`src/rtl/mac_pipe_unit.sv`:
```
// mac_pipe_unit: two-stage pipelined signed multiply-accumulate.
// Stage 1 registers the operand product and a valid flag. Stage 2 folds that
// product into the running accumulator. The accumulator either wraps or
// clamps at the signed limits, chosen by SATURATE. The active-low
// asynchronous reset clears both stages, so any product still in flight is
// dropped.
module mac_pipe_unit #(
  parameter int DATA_W   = 32,
  parameter int ACC_W    = 32,
  parameter int SATURATE = 0
) (
  input  logic                     clk,
  input  logic                     rst,
  input  logic                     enable,
  input  logic signed [DATA_W-1:0] a,
  input  logic signed [DATA_W-1:0] b,
  output logic signed [ACC_W-1:0]  acc
);

  localparam int               PROD_W  = 2 * DATA_W;
  localparam logic [ACC_W-1:0] ACC_MAX = {1'b0, {(ACC_W-1){1'b1}}};
  localparam logic [ACC_W-1:0] ACC_MIN = {1'b1, {(ACC_W-1){1'b0}}};
  localparam logic             SAT_EN  = (SATURATE != 0);

  // Only the low ACC_W bits of the product can reach the accumulator.
  // The product is therefore reduced to ACC_W bits (sign-extended if ACC_W
  // is wider) before it is registered.
  logic [ACC_W-1:0] prod_s;
  logic [ACC_W-1:0] prod_r;
  logic             valid_r;
  logic [ACC_W-1:0] acc_next_s;
  logic [ACC_W-1:0] acc_r;

  // Two's-complement add with optional clamping. Overflow can only occur when
  // both addends have the same sign and the sum's sign differs from it.
  function automatic logic [ACC_W-1:0] add_clamp(
    input logic [ACC_W-1:0] x,
    input logic [ACC_W-1:0] y,
    input logic             sat_en
  );
    logic [ACC_W-1:0] sum;
    logic             ovf;
    sum = x + y;
    ovf = (x[ACC_W-1] == y[ACC_W-1]) && (sum[ACC_W-1] != x[ACC_W-1]);
    if (sat_en && ovf) begin
      if (x[ACC_W-1]) begin
        add_clamp = ACC_MIN;
      end else begin
        add_clamp = ACC_MAX;
      end
    end else begin
      add_clamp = sum;
    end
  endfunction

  // Full-width signed product of the operands, reduced to the accumulator width
  always_comb begin
    prod_s = ACC_W'($signed(PROD_W'(a)) * $signed(PROD_W'(b)));
  end

  // Stage 1: capture the product of an enabled pair; hold it otherwise
  always_ff @(posedge clk or negedge rst) begin
    if (!rst) begin
      prod_r  <= {ACC_W{1'b0}};
      valid_r <= 1'b0;
    end else if (enable) begin
      prod_r  <= prod_s;
      valid_r <= 1'b1;
    end else begin
      prod_r  <= prod_r;
      valid_r <= 1'b0;
    end
  end

  // Stage 2 next value: accumulate only when stage 1 holds a fresh product
  always_comb begin
    acc_next_s = acc_r;
    if (valid_r) begin
      acc_next_s = add_clamp(acc_r, prod_r, SAT_EN);
    end else begin
      acc_next_s = acc_r;
    end
  end

  // Accumulator register; cleared immediately by reset
  always_ff @(posedge clk or negedge rst) begin
    if (!rst) begin
      acc_r <= {ACC_W{1'b0}};
    end else begin
      acc_r <= acc_next_s;
    end
  end

  assign acc = acc_r;

endmodule

```
`config.mk`:
```
export PLATFORM = sky130hd
export DESIGN_NAME = mac_pipe_unit
export DESIGN_NICKNAME = d
export VERILOG_FILES = /design/src/rtl/mac_pipe_unit.sv
export SDC_FILE = /design/constraint.sdc
export NUM_CORES = 1
export LEC_CHECK = 0
export BUFFER_PORTS_ARGS = -buffer_cell sky130_fd_sc_hd__buf_2
export CAP_MARGIN = 30
export CELL_PAD_IN_SITES_DETAIL_PLACEMENT = 0
export CELL_PAD_IN_SITES_GLOBAL_PLACEMENT = 1
export CORE_ASPECT_RATIO = 1.5
export CORE_UTILIZATION = 25
export DETAILED_ROUTE_END_ITERATION = 10
export PLACE_DENSITY_LB_ADDON = 0.2
export SLEW_MARGIN = 30
export SYNTH_ARGS = -nofsm -noshare
export SYNTH_HDL_FRONTEND = slang
export SYNTH_SLANG_ARGS = --single-unit
```
`constraint.sdc`:
```
create_clock -name clk -period 5.8 [get_ports clk]
set_input_delay 0.58 -clock clk [delete_from_list [all_inputs] [get_ports clk]]
set_output_delay 0.58 -clock clk [all_outputs]
set_load 0.02 [all_outputs]
```
---- Word level (Yosys, flattened, before mapping) ----
Index checks and enable logic that the tools add are counted.
operators by class
  muxes and demuxes ....................... 1
  multipliers ............................. 1
  add/subtract/negate cells ............... 1
operator list
  cell              number
  $add A32 B32 Y32  1
  $mul A32 B32 Y32  1
  $mux W1           1
word-level totals
  word-level logic and storage cells ...... 6
  register bits after elaboration ......... 65
  input bits .............................. 67

---- Longest topological paths before layout ----
  depth in word-level cells ............... 1
  depth in mapped cells ................... 28

---- Least setup slack after synthesis ----
Ideal clock, no wire load.
  path type ............................... input to register
  start ................................... input port a[12]
  end ..................................... register prod_r[31]
  stages on the path ...................... 24
  library setup time ...................... 0.125 ns
  buffers on the path ..................... 2
  data arrival time ....................... 6.920 ns
  required time ........................... 5.675 ns
  slack ................................... -1.245 ns
  cells stage by stage .................... clkbuf_1 > clkbuf_1 > and2_1 > fa_1 > fa_1 > fa_1 > inv_1 > fa_1 > inv_1 > fa_1 > inv_1 > fa_1 > inv_1 > fa_1 > fa_1 > ha_1 > a21oi_1 > o21ai_1 > o41ai_1 > o211a_1 > o21ai_1 > a311oi_2 > xnor2_1 > mux2_4
on the way
  cells in the longest elaborated chain, start to end .. 1
ends and longest elaborated chain
  what                    RTL line  text
  start: declaration      15        input logic signed [DATA_W-1:0] a,
  $mul A32 B32 Y32        58        prod_s = ACC_W'($signed(PROD_W'(a)) * $signed(PROD_W'(b)));
  end signal: assignment  64        prod_r <= {ACC_W{1'b0}};
  end signal: assignment  67        prod_r <= prod_s;
  end signal: assignment  70        prod_r <= prod_r;
  end: declaration        29        logic [ACC_W-1:0] prod_r;
Every way passes these cells.
A chain may end at the register's enable or synchronous reset.

---- Final worst setup path ----
  start ................................... input port b[6]
  end ..................................... register prod_r[31]
on the way
  cells in the longest elaborated chain, start to end .. 1
ends and longest elaborated chain
  what                RTL line  text
  start: declaration  16        input logic signed [DATA_W-1:0] b,
  $mul A32 B32 Y32    58
Every way passes these cells.

==> out/results.ini <==
[run_status]
outcome=finished, violations left
violations=negative setup slack

[sta]
slew-limit-headroom_pct=44.7
finalHoldViolations=0
fin_skew_ns=0.00525
fmax_mhz=151
hold_ws_ns=0.327
fin_crit_sh_pct=114
slew_violations=0
setup_ws_ns=-0.834
finalSetupTns_ns=-11.70
post-route-min-period_ns=6.63
finalSetupViolCount=20
worst-slew-pin-transition_ns=0.829
rsz0062_at_grt=yes

[final_layout]
diodes=0
fin_cells=3468
area_growth_pct=22.0
n_fill_cell=8547
layout-drive-gt1-share_pct=21.3
regArea_mm2=0.00163
nets=3089
multi_input_area_mm2=0.0172

[die]
start_util_pct=25.3
dieArea_mm2=0.0823
core_mm2=0.0801
rows=127
ios=99
die_h_um=351
die_w_um=235

[place]
pre_cts_ws_ns=-1.50
dpl.hpwl_um=55000
io_buffers=98
placed_cells=3438
place_congestion=0.817

[yosys]
avgSynthCellArea_um2=9.28
synth_area_leader_cell=fa_1
synth_area_mm2=0.0203
synthTopCellsByArea=fa_1 (40%), ha_1 (11%), and2_1 (11%)
yosysWarnings=0
yosysUniqueCellTypes=67
synth_seq_cells=65
synth_nets=2843
synthTopCellsByCount=inv_1 (444), fa_1 (409), and2_1 (353)
yosysSeqAreaShare_pct=8.01
async_flop_share_pct=100
synth_most_common_cell=inv_1
synth_top_area_share_pct=40.3
netlist_instances=2186
ys.flop_type=dfrtp_1
synth_edf_count=0

[setup_path]
start_kind=input pin
crit_fanout=6
path_delay_family=adder cells
r2r_start=acc[0]$_DFFE_PN0P_
path_common_cell=fa_1
crit_type=input pin to register
path_depth=23
critPathBufInv=5
max_stage_delay_ns=0.56
crit_arrival_ns=6.87
r2r.worst_path.cells=11
rrSetupSlack_ns=2.70
worstPathRequired_ns=6.03
cp_slowest_cell=fa_1
end_kind=register
path_cells=buf_8 > and2_4 > fa_1 > fa_1 > fa_1 > inv_2 > fa_1 > inv_2 > fa_1 > inv_2 > fa_1 > inv_1 > fa_1 > fa_1 > ha_4 > nand2_4 > nor3_4 > o41ai_4 > o211a_4 > o21ai_4 > a311oi_2 > xnor2_1 > mux2_4
r2r-end=acc[22]$_DFFE_PN0P_

[grt]
grt_util_met3_pct=1.05
use_met2_pct=29.6
grt_pass1_vias=16800
use_met1_pct=18.5
overflow=0
top_usage_layer=met2
grt_max_degree=66
grtUsageTotal_pct=15.2
antenna_found_initial=3
grt_pass1_wl_um=96400

[drt]
wl_per_cell_um=17.6
routed_wl_um=61200
first_pass_iters=5
drt_drc_violations_left=0
vias=14900
drt_iter0_markers=400
viasPerCell=4.30
ant_nets=0

[clocking]
cts_made_buffers=9
cts_root_buf=clkbuf_16
cts_hold_buf=0
cts.path.max_buffers=2
cts_tree=yes
numClockSinks=65
cts_htree_levels=3
clk_pin_slew_ns=0.05
clk_latency_ns=0.35

[flow_run]
drv_cap=0

[min_path]
hold_path.class=input pin to asynchronous set/reset pin

## worst max path at each step
stage	startpoint	to	slack, ns
floorplan	a[12]	prod_r[30]$_DFFE_PN0P_	-0.99
global placement	a[7]	prod_r[31]$_DFFE_PN0P_	-1.43
detailed placement	a[7]	prod_r[31]$_DFFE_PN0P_	-1.50
CTS	b[6]	prod_r[31]$_DFFE_PN0P_	-0.87
global route	a[18]	prod_r[30]$_DFFE_PN0P_	-1.00
finish	b[6]	prod_r[31]$_DFFE_PN0P_	-0.83
## placed cells by master, fill, tap and decap left out, drive strengths merged, types with 34 or more instances in the layout
master,synthesis,layout
mux2,37,37
and2,353,353
fa,409,409
nand2,216,216
a21oi,53,53
xnor2,77,77
inv,444,444
buf,10,331
nor2,34,34
dfrtp,65,65
ha,181,181
## per-layer routing
metal / wire, um / vias to the layer above
li1: - / 7080
met2: 32600 / 168
met4: 765 / 2
met3: 1110 / 38
met5: 9 / -
met1: 26600 / 7614
## through the flow
step	cell area, um2	util (%)
global route	24800	30.9
floorplan	20600	-
finish	24800	30.9
detailed placement	23700	29.6
CTS	24600	30.7
global placement	23700	29.6
## worst reg2reg max path, stage by stage, from the launching register on
cell	delay, ns
dfrtp_1	0.39
ha_1	0.23
inv_1	0.07
fa_1	0.41
nor2b_1	0.25
o31ai_2	0.11
a211oi_1	0.46
o21a_1	0.32
o21ai_0	0.14
and2_1	0.23
xnor2_1	0.12
mux2_2	0.25
## timing repair
item | in CTS | in global routing
pin swaps | 80 | 33
endpoints found under the setup margin | 21 | 22
buffers inserted | 13 | 4
resized for setup | 120 | 51
## kinds of logic (layout without fill, tap and decap cells)
family	after synthesis	count (layout)	synth area share, %
AOI/OAI and AO/OA	189	189	6.43
buffers and inverters	540	790	10.0
muxes	37	37	2.07
adders and majority gates	590	590	51.5
and+or+nand+nor	661	661	17.3
DFF	65	65	8.01
xor gates and xnor gates	104	104	4.63
## state kept, by name, indices dropped and copies added, names as in the netlist
name / cells
acc: 32
prod_r: 32
valid_r: 1
## cell type report
| type | instances | share of cell area [%] |
|---|---|---|
| multi-input cells | 1581 | 69.6 |
| clock inverters | 3 | 0.263 |
| well taps | 1032 | 5.21 |
| inverters | 444 | 6.73 |
| flip-flops and latches | 65 | 6.57 |
| repair buffers | 331 | 10.6 |
| clock buffers | 12 | 0.995 |
Power is not shown: default switching activity piles up to over one toggle a cycle in this logic, so the estimate is an artifact.
